--- config.mk ---
export PLATFORM = sky130hd
export DESIGN_NAME = div_unit_flat
export DESIGN_NICKNAME = d
export VERILOG_FILES = /design/src/rtl/div_unit_if.sv /design/src/rtl/div_unit.sv /design/src/flat_wrapper.sv
export SDC_FILE = /design/constraint.sdc
export NUM_CORES = 1
export LEC_CHECK = 0
export ABC_AREA = 1
export ABC_CLOCK_PERIOD_IN_PS = 3700
export CORE_ASPECT_RATIO = 0.7
export CORE_MARGIN = 2
export CORE_UTILIZATION = 35
export DETAILED_ROUTE_END_ITERATION = 8
export SETUP_SLACK_MARGIN = 0.4
export SYNTH_ARGS = -nofsm -noshare
export SYNTH_HDL_FRONTEND = slang
export SYNTH_SLANG_ARGS = --single-unit
export TNS_END_PERCENT = 5
--- constraint.sdc ---
create_clock -name clk -period 3.7 [get_ports clk]
set_input_delay 1.11 -clock clk [delete_from_list [all_inputs] [get_ports clk]]
set_output_delay 1.11 -clock clk [all_outputs]
set_load 0.02 [all_outputs]
--- src/rtl/div_unit_if.sv ---
// Operand/result bundle for div_unit.
//   a, b      : signed dividend / divisor (driven by master)
//   init      : start request
//   stop      : synchronous abort
//   hi, lo    : remainder / quotient registers (driven by slave)
//   busy      : division in progress
//   done      : one-cycle result/error pulse
//   div_zero  : one-cycle pulse with done when the divisor was zero
interface div_unit_if #(
    parameter int unsigned NBITS = 32
);
    logic [NBITS-1:0] a;
    logic [NBITS-1:0] b;
    logic             init;
    logic             stop;
    logic [NBITS-1:0] hi;
    logic [NBITS-1:0] lo;
    logic             busy;
    logic             done;
    logic             div_zero;

    modport master (
        output a, b, init, stop,
        input  hi, lo, busy, done, div_zero
    );

    modport slave (
        input  a, b, init, stop,
        output hi, lo, busy, done, div_zero
    );
endinterface

--- src/rtl/div_unit.sv ---
// Signed restoring divider, one quotient bit per clock.
//   clk  : rising-edge clock
//   rst  : asynchronous active-low reset
//   bus  : div_unit_if slave (operands, init/stop, hi/lo results, status)
// Result truncates toward zero; remainder carries the dividend's sign.
module div_unit #(
    parameter int unsigned NBITS = 32
) (
    input  logic      clk,
    input  logic      rst,
    div_unit_if.slave bus
);

    localparam int unsigned CNT_W = 6;

    typedef enum logic [1:0] {
        IDLE = 2'd0,
        RUN  = 2'd1,
        FIX  = 2'd2,
        DONE = 2'd3
    } state_t;

    state_t           state_q, state_n;
    logic [NBITS-1:0] hi_q, hi_n;
    logic [NBITS-1:0] lo_q, lo_n;
    logic             busy_q, busy_n;
    logic             done_q, done_n;
    logic             dz_q, dz_n;
    logic [CNT_W-1:0] cnt_q, cnt_n;
    logic [NBITS-1:0] rem_q, rem_n;
    logic [NBITS-1:0] quot_q, quot_n;
    logic [NBITS-1:0] dvs_q, dvs_n;
    logic             neg_r_q, neg_r_n;
    logic             neg_q_q, neg_q_n;

    logic [NBITS-1:0] a_abs;
    logic [NBITS-1:0] b_abs;
    logic [NBITS:0]   shifted;
    logic             ge;

    // Operand magnitudes; 0x80000000 maps to itself, which is correct unsigned
    assign a_abs = bus.a[NBITS-1] ? (~bus.a + NBITS'(1)) : bus.a;
    assign b_abs = bus.b[NBITS-1] ? (~bus.b + NBITS'(1)) : bus.b;

    // One restoring step: 33-bit partial remainder compared against |b|
    assign shifted = {rem_q, quot_q[NBITS-1]};
    assign ge      = (shifted >= {1'b0, dvs_q});

    // State register and datapath registers
    always_ff @(posedge clk or negedge rst) begin
        if (!rst) begin
            state_q <= IDLE;
            hi_q    <= '0;
            lo_q    <= '0;
            busy_q  <= 1'b0;
            done_q  <= 1'b0;
            dz_q    <= 1'b0;
            cnt_q   <= '0;
            rem_q   <= '0;
            quot_q  <= '0;
            dvs_q   <= '0;
            neg_r_q <= 1'b0;
            neg_q_q <= 1'b0;
        end else begin
            state_q <= state_n;
            hi_q    <= hi_n;
            lo_q    <= lo_n;
            busy_q  <= busy_n;
            done_q  <= done_n;
            dz_q    <= dz_n;
            cnt_q   <= cnt_n;
            rem_q   <= rem_n;
            quot_q  <= quot_n;
            dvs_q   <= dvs_n;
            neg_r_q <= neg_r_n;
            neg_q_q <= neg_q_n;
        end
    end

    // Next-state and datapath update
    always_comb begin
        state_n = state_q;
        hi_n    = hi_q;
        lo_n    = lo_q;
        busy_n  = busy_q;
        done_n  = 1'b0;
        dz_n    = 1'b0;
        cnt_n   = cnt_q;
        rem_n   = rem_q;
        quot_n  = quot_q;
        dvs_n   = dvs_q;
        neg_r_n = neg_r_q;
        neg_q_n = neg_q_q;

        case (state_q)
            IDLE: begin
                if (bus.init) begin
                    rem_n   = '0;
                    quot_n  = a_abs;
                    dvs_n   = b_abs;
                    neg_r_n = bus.a[NBITS-1];
                    neg_q_n = bus.a[NBITS-1] ^ bus.b[NBITS-1];
                    if (bus.b == '0) begin
                        // Error posts immediately; hi/lo keep their old values
                        state_n = DONE;
                        busy_n  = 1'b0;
                        done_n  = 1'b1;
                        dz_n    = 1'b1;
                    end else begin
                        state_n = RUN;
                        busy_n  = 1'b1;
                        cnt_n   = CNT_W'(NBITS);
                    end
                end
            end
            RUN: begin
                rem_n  = ge ? (shifted[NBITS-1:0] - dvs_q) : shifted[NBITS-1:0];
                quot_n = {quot_q[NBITS-2:0], ge};
                cnt_n  = cnt_q - CNT_W'(1);
                if (cnt_q == CNT_W'(1)) begin
                    state_n = FIX;
                end
            end
            FIX: begin
                lo_n    = neg_q_q ? (~quot_q + NBITS'(1)) : quot_q;
                hi_n    = neg_r_q ? (~rem_q + NBITS'(1)) : rem_q;
                state_n = DONE;
                busy_n  = 1'b0;
                done_n  = 1'b1;
            end
            DONE: begin
                state_n = IDLE;
            end
            default: begin
                state_n = IDLE;
            end
        endcase

        // Abort wins over everything, including a same-edge init
        if (bus.stop) begin
            state_n = IDLE;
            hi_n    = '0;
            lo_n    = '0;
            busy_n  = 1'b0;
            done_n  = 1'b0;
            dz_n    = 1'b0;
            cnt_n   = '0;
        end
    end

    assign bus.hi       = hi_q;
    assign bus.lo       = lo_q;
    assign bus.busy     = busy_q;
    assign bus.done     = done_q;
    assign bus.div_zero = dz_q;

endmodule

--- src/flat_wrapper.sv ---
// flat-port wrapper written by rule: the top's interface ports become plain ports
module div_unit_flat 
#(
    parameter int unsigned NBITS = 32
)
  (clk, rst, bus_a, bus_b, bus_init, bus_stop, bus_hi, bus_lo, bus_busy, bus_done, bus_div_zero);
  div_unit_if #(.NBITS(NBITS)) bus_i ();
  input  logic clk;
  input  logic rst;
  input wire logic [$bits(bus_i.a)-1:0] bus_a;
  input wire logic [$bits(bus_i.b)-1:0] bus_b;
  input wire logic [$bits(bus_i.init)-1:0] bus_init;
  input wire logic [$bits(bus_i.stop)-1:0] bus_stop;
  output wire logic [$bits(bus_i.hi)-1:0] bus_hi;
  output wire logic [$bits(bus_i.lo)-1:0] bus_lo;
  output wire logic [$bits(bus_i.busy)-1:0] bus_busy;
  output wire logic [$bits(bus_i.done)-1:0] bus_done;
  output wire logic [$bits(bus_i.div_zero)-1:0] bus_div_zero;
  assign bus_i.a = bus_a;
  assign bus_i.b = bus_b;
  assign bus_i.init = bus_init;
  assign bus_i.stop = bus_stop;
  assign bus_hi = bus_i.hi;
  assign bus_lo = bus_i.lo;
  assign bus_busy = bus_i.busy;
  assign bus_done = bus_i.done;
  assign bus_div_zero = bus_i.div_zero;
  div_unit #(.NBITS(NBITS)) u_core (.clk(clk), .rst(rst), .bus(bus_i));
endmodule
==> results.yml, run 1 <==
run_status:
  status: "finished, final reports clean"
route:
  route.detailed.drc: 0
  drtIter0Drc: 1555
  vias_per_cell: 5.15
  wire_per_inst_um: 16.3
  ant_nets: 0
  drt-pass1-iter-count: 6
  route.vias.total: 14200
  drt_wl_total_um: 44800
clocking:
  cts_tree: "yes"
  cts-htree-levels: 4
  clockBufferDepth: 2
  postCtsSetupBuffers: 0
  clk_latency_ns: 0.48
  cts_resized: 0
  cts_root_buf: "clkbuf_16"
  clkSinkCount: 173
  clkSlewWorstSetupHoldPaths_ns: 0.07
  cts_hold_buf: 0
  cts-buffers-inserted: 17
synth:
  async_reset_ff_frac: 1.00
  synth_edf_count: 0
  syn_area_per_cell_um2: 6.32
  synthFlopType: "dfrtp_1"
  synth.area.top_cells: "dfrtp_1 (32%), nand2_1 (19%), inv_1 (8.1%)"
  synth_area_mm2: 0.0135
  postSynthCellCount: 2136
  yosys_register_bits: 173
  ys_seq_area_frac: 0.321
  yosysTopAreaCell: "dfrtp_1"
  yosysWarnings: 0
  synth_common_cells: "nand2_1 (679), inv_1 (290), nand3_1 (214)"
  yosysMostFrequentCell: "nand2_1"
  syn_nets: 2246
  ys_types: 49
  yosys.area.top_type_share: 0.321
die:
  num_io_pins: 135
  die_y_um: 168
  num_rows: 60
  start_util: 0.353
  core-area_mm2: 0.0382
  fp.dieW_um: 239
  fp.dieArea_mm2: 0.0402
global_routing:
  grt_first_pass_wirelength_um: 72100
  grt_pass1_vias: 13100
  antenna_found_initial: 0
  grt_max_degree: 69
  grt_overflow_total: 0
  grt_usage: 0.228
timing:
  worstMarginPinSlew_ns: 0.767
  clock.fmax_mhz: 361
  drv_slew: 0
  setup-violations-final: 0
  fin_crit_ns: 2.77
  rsz0062_at_grt: "false"
  final_hold_viol_count: 0
  post-route-period-util: 0.748
  skew_ns: 0.0142
  fin_setup_tns_ns: 0
  relSlewSlack: 0.489
  hold_ws_ns: 0.483
place:
  placed_area_mm2: 0.0153
  dpl.hpwl_um: 35000
  io_buffers: 134
  gp_congestion: 0.988
power_and_ir_drop:
  power_mw: 15.2
  leakagePower_nw: 8.01
  cellPowerDensity_mw_per_mm2: 958
  peakVddDrop_mv: 0.410
min_path:
  min_from: "u_core.bus.hi[26]$_DFFE_PN0P_"
  worstHoldEndpoint: "u_core.bus.hi[26]$_DFFE_PN0P_"
  hold_class: "reg2reg"
  hold-path-cell-count: 2
cells_and_area:
  num-nets-final: 2355
  stdcell_area_mm2: 0.0159
  drive_above_1_share: 0.0523
  synthToLayoutAreaGrowth_pct: 17.9
  antenna_cells: 0
  final_util: 0.417
run:
  cap_viol_max_count: 0
worst_setup_path:
  cp_max_fo: 7
  required_ns: 4.11
  endpoint_kind: "flop"
  reg2reg_depth: 16
  regToRegSetupSlack_ns: 1.01
  crit_arrival_ns: 3.17
  worstSetupPathType: "in2reg"
  r2r-end: "u_core.rem_q[28]$_DFFE_PN0P_"
  r2r_start: "u_core.quot_q[31]$_DFFE_PN0P_"
  crit_path_start_kind: "input port"
worst max-delay path: stages:
cell and delay [ns]:
clkdlybuf4s50_1 0.44, inv_1 0.09, ha_1 0.15, inv_1 0.06, nor3_2 0.16, nand3b_1 0.19, inv_2 0.11, nand2_2 0.12
nor2_4 0.14, nand2_2 0.10, nand2_2 0.11, nand3_4 0.10, nand2_2 0.15, nand2_1 0.07, nand2_1 0.06
per-stage QoR:
| stage | instances | worst slack, ns |
|---|---|---|
| 6_report | 2754 | 0.931 |
| 5_1_grt | 2754 | 0.728 |
| 4_1_cts | 2754 | 0.954 |
| 3_5_place_dp | 2722 | 0.467 |
| 3_3_place_gp | 2722 | 0.590 |
| 2_1_floorplan | 2136 | 1.31 |
worst max path at each step:
stage             start                          end  cells after the start
2_1_floorplan  bus_b[0]  u_core.cnt_q[0]$_DFFE_PN0P_                     14
3_3_place_gp   bus_b[1]  u_core.cnt_q[5]$_DFFE_PN0P_                     15
3_5_place_dp   bus_b[0]  u_core.cnt_q[2]$_DFFE_PN0P_                     15
4_1_cts        bus_b[0]  u_core.cnt_q[2]$_DFFE_PN0P_                     15
5_1_grt        bus_b[0]  u_core.cnt_q[5]$_DFFE_PN0P_                     15
6_report       bus_b[0]  u_core.cnt_q[2]$_DFFE_PN0P_                     15
report_power, final:
part / internal (mW) / switching, mW
Sequential: 2.76 / 0.769
Clock: 0.893 / 0.917
Combinational: 3.36 / 6.55
Total: 7.01 / 8.24
cells by family (layout without fill, tap and decap cells):
family	Yosys count	in the layout	synth area share
and+or+nand+nor	1192	1192	0.377
buffers and inverters	374	496	0.108
AOI/OAI and AO/OA	301	301	0.120
DFF	173	173	0.321
xor gates and xnor gates	54	54	0.0350
adders and majority gates	42	42	0.0395
cell usage in the layout, fill, tap and decap left out, types with 8 or more instances in the layout:
| cell type | n |
|---|---|
| nand3b_1 | 8 |
| inv_2 | 15 |
| nor3_1 | 18 |
| inv_1 | 290 |
| o21ai_0 | 154 |
| dfrtp_1 | 173 |
| nor2_2 | 14 |
| clkbuf_16 | 17 |
| nand3_1 | 214 |
| xnor2_1 | 17 |
| clkdlybuf4s50_1 | 133 |
| nand4_1 | 35 |
| nand2_2 | 14 |
| xor2_1 | 37 |
| o21ai_1 | 29 |
| nor2_1 | 184 |
| ha_1 | 41 |
| o211ai_1 | 12 |
| a21oi_1 | 83 |
| buf_4 | 23 |
| nand2_1 | 679 |
metal layers:
layer / part of all wire / up-vias / track usage
met5: 0 / - / 0
met4: 0.022 / 0 / 0.0639
met3: 0.077 / 54 / 0.0464
met2: 0.40 / 499 / 0.314
met1: 0.50 / 6611 / 0.353
li1: - / 7026 / -
registers in the layout, summed over array words and instances, names as in the netlist:
| signal | cells |
|---|---|
| u_core.bus.hi | 32 |
| u_core.dvs_q | 32 |
| u_core.quot_q | 32 |
| u_core.neg_q_q | 1 |
| u_core.state_q | 2 |
| u_core.cnt_q | 6 |
| u_core.rem_q | 32 |
| u_core.bus.busy | 1 |
| u_core.bus.lo | 32 |
| u_core.bus.done | 1 |
| u_core.neg_r_q | 1 |
| u_core.bus.div_zero | 1 |
layout make-up:
type / count / area (µm²)
well taps: 496 / 621
clock buffers: 17 / 425
fillers: 3965 / 22300
repair buffers: 157 / 1520
flip-flops and latches: 173 / 4330
multi-input cells: 1589 / 7730
inverters: 307 / 1150
clock inverters: 15 / 148
Power figures use the tool's default switching activity.
==> run 2, diff against run 1 <==
--- a/config.mk
+++ b/config.mk
@@ -6,7 +6,7 @@
 export NUM_CORES = 1
 export LEC_CHECK = 0
 export ABC_AREA = 1
-export ABC_CLOCK_PERIOD_IN_PS = 3700
+export ABC_CLOCK_PERIOD_IN_PS = 2500
 export CORE_ASPECT_RATIO = 0.7
 export CORE_MARGIN = 2
 export CORE_UTILIZATION = 35
==> constraint.sdc (replaced) <==
create_clock -name clk -period 2.5 [get_ports clk]
set_input_delay 0.75 -clock clk [delete_from_list [all_inputs] [get_ports clk]]
set_output_delay 0.75 -clock clk [all_outputs]
set_load 0.02 [all_outputs]
==> results.yml, run 2 (synthesis results as in run 1) <==
power_and_ir_drop:
  sequentialPowerShare: 0.199
  comb_power_share: 0.688
  switching_share: 0.508
  clkPwrFrac: 0.114
  power.internal_mw: 13.0
  peakVddDrop_mv: 0.691
  switching_power_mw: 13.5
  leakagePower_nw: 9.21
  power_mw: 26.5
  cellPowerDensity_mw_per_mm2: 1430
worst_setup_path:
  worstPathCellList: "clkdlybuf4s50_1"
  cp.depth: 1
  required_ns: 1.75
  crit_arrival_ns: 1.49
  crit_path_start_kind: "flop"
  critPathSlowestCell: "clkdlybuf4s50_1"
  critPathBufInv: 1
  worstSetupPathType: "reg2out"
  endpoint_kind: "primary output"
  path_delay_family: "buffers and inverters"
  critPathMaxStageDelay_ns: 0.63
  reg2reg_depth: 13
  regToRegSetupSlack_ns: 0.29
  cp_max_fo: 2
clocking:
  cts_root_buf: "clkbuf_16"
  cts-buffers-inserted: 17
  clockBufferDepth: 2
  clkSinkCount: 173
  clkSlewWorstSetupHoldPaths_ns: 0.07
  cts_hold_buf: 0
  cts_tree: "yes"
  cts-htree-levels: 4
  clk_latency_ns: 0.46
timing:
  setup-violations-final: 0
  fin_crit_ns: 2.24
  clock.fmax_mhz: 446
  worstMarginPinSlew_ns: 0.650
  relSlewSlack: 0.564
  skew_ns: 0.0101
  drv_slew: 0
  post-route-period-util: 0.897
  final_hold_viol_count: 0
  fin_setup_tns_ns: 0
  rsz0062_at_grt: "true"
  hold_ws_ns: 0.245
cells_and_area:
  final_common_cell: "nand2_1"
  antenna_cells: 0
  num-nets-final: 2530
  synthToLayoutAreaGrowth_pct: 37.1
  stdcell_area_mm2: 0.0185
  drive_above_1_share: 0.182
  final_util: 0.485
  final_cell_mix: "nand2_1 (653), inv_1 (268), nand3_1 (197)"
die:
  start_util: 0.353
  num_rows: 60
  die_y_um: 168
  fp.dieArea_mm2: 0.0402
  fp.dieW_um: 239
  num_io_pins: 135
  core-area_mm2: 0.0382
global_routing:
  grt_first_pass_wirelength_um: 76000
  grt_pass1_vias: 13600
  grt_overflow_total: 0
  antenna_found_initial: 0
  grt_usage: 0.241
  grt_max_degree: 69
place:
  placed_area_mm2: 0.0163
  dpl.hpwl_um: 36800
  io_buffers: 134
  gp_congestion: 0.959
route:
  drtIter0Drc: 1334
  vias_per_cell: 5.11
  drt-pass1-iter-count: 5
  wire_per_inst_um: 16.5
  route.vias.total: 15000
  ant_nets: 0
  route.detailed.drc: 0
  drt_wl_total_um: 48400
run:
  cap_viol_max_count: 0
run_status:
  status: "finished, final reports clean"
min_path:
  hold_class: "in2async"
-- run 2: power groups by stage --
stage | Combinational [mW] | Clock [mW] | Sequential, mW
2_1_floorplan | 9.85 | 0 | 5.44
3_3_place_gp | 15.0 | 0 | 5.21
3_5_place_dp | 15.2 | 0 | 5.22
4_1_cts | 17.4 | 3.04 | 5.24
5_1_grt | 20.2 | 3.15 | 5.41
6_report | 18.2 | 3.02 | 5.26
-- run 2: worst paths after layout --
| kind | to | start |
|---|---|---|
| setup / recovery | bus_hi[21] | u_core.bus.hi[21]$_DFFE_PN0P_ |
| hold / removal | u_core.dvs_q[29]$_DFFE_PN0P_ | rst |
| setup reg to reg | u_core.bus.hi[28]$_DFFE_PN0P_ | u_core.rem_q[0]$_DFFE_PN0P_ |
| hold reg to reg | u_core.bus.lo[9]$_DFFE_PN0P_ | u_core.bus.lo[9]$_DFFE_PN0P_ |
| max in group asynchronous | u_core.rem_q[2]$_DFFE_PN0P_ | rst |
| min in group clk | u_core.bus.lo[9]$_DFFE_PN0P_ | u_core.bus.lo[9]$_DFFE_PN0P_ |
-- run 2: routing by layer --
| metal | share of wire | up-vias | global-route usage | routed length, µm |
|---|---|---|---|---|
| li1 | - | 7382 | - | - |
| met1 | 0.51 | 6990 | 0.387 | 24700 |
| met2 | 0.39 | 541 | 0.326 | 19000 |
| met3 | 0.077 | 46 | 0.0387 | 3740 |
| met4 | 0.018 | 0 | 0.0611 | 892 |
| met5 | 0 | - | 0 | 0 |
-- run 2: cell type report --
type,count,area (µm²)
inverters,307,1150
multi-input cells,1592,8630
clock inverters,14,204
well taps,496,621
repair buffers,329,3120
clock buffers,18,429
fillers,3785,19700
flip-flops and latches,173,4350
-- run 2: stage by stage --
step,setup slack [ns],std cells
after global routing,0.177,2929
after CTS,0.227,2905
after floorplan,0.467,2136
after detailed placement,-0.329,2835
final,0.257,2929
after global placement,-0.231,2835
-- run 2: timing repair --
| item | in CTS | in global routing |
|---|---|---|
| setup buffers | 32 | 24 |
| gates cloned | 6 | 0 |
| resized for setup | 125 | 98 |
| pin swaps | 28 | 40 |
| setup endpoints to repair | 141 | 177 |
==> run 3, diff against run 2 <==
--- a/config.mk
+++ b/config.mk
@@ -10,6 +10,7 @@
 export CORE_ASPECT_RATIO = 0.7
 export CORE_MARGIN = 2
 export CORE_UTILIZATION = 35
+export CTS_CLUSTER_DIAMETER = 30
 export DETAILED_ROUTE_END_ITERATION = 8
 export SETUP_SLACK_MARGIN = 0.4
 export SYNTH_ARGS = -nofsm -noshare
==> results of run 3 <==
No change in the layout: final DEF, timing and power equal those of run 2.
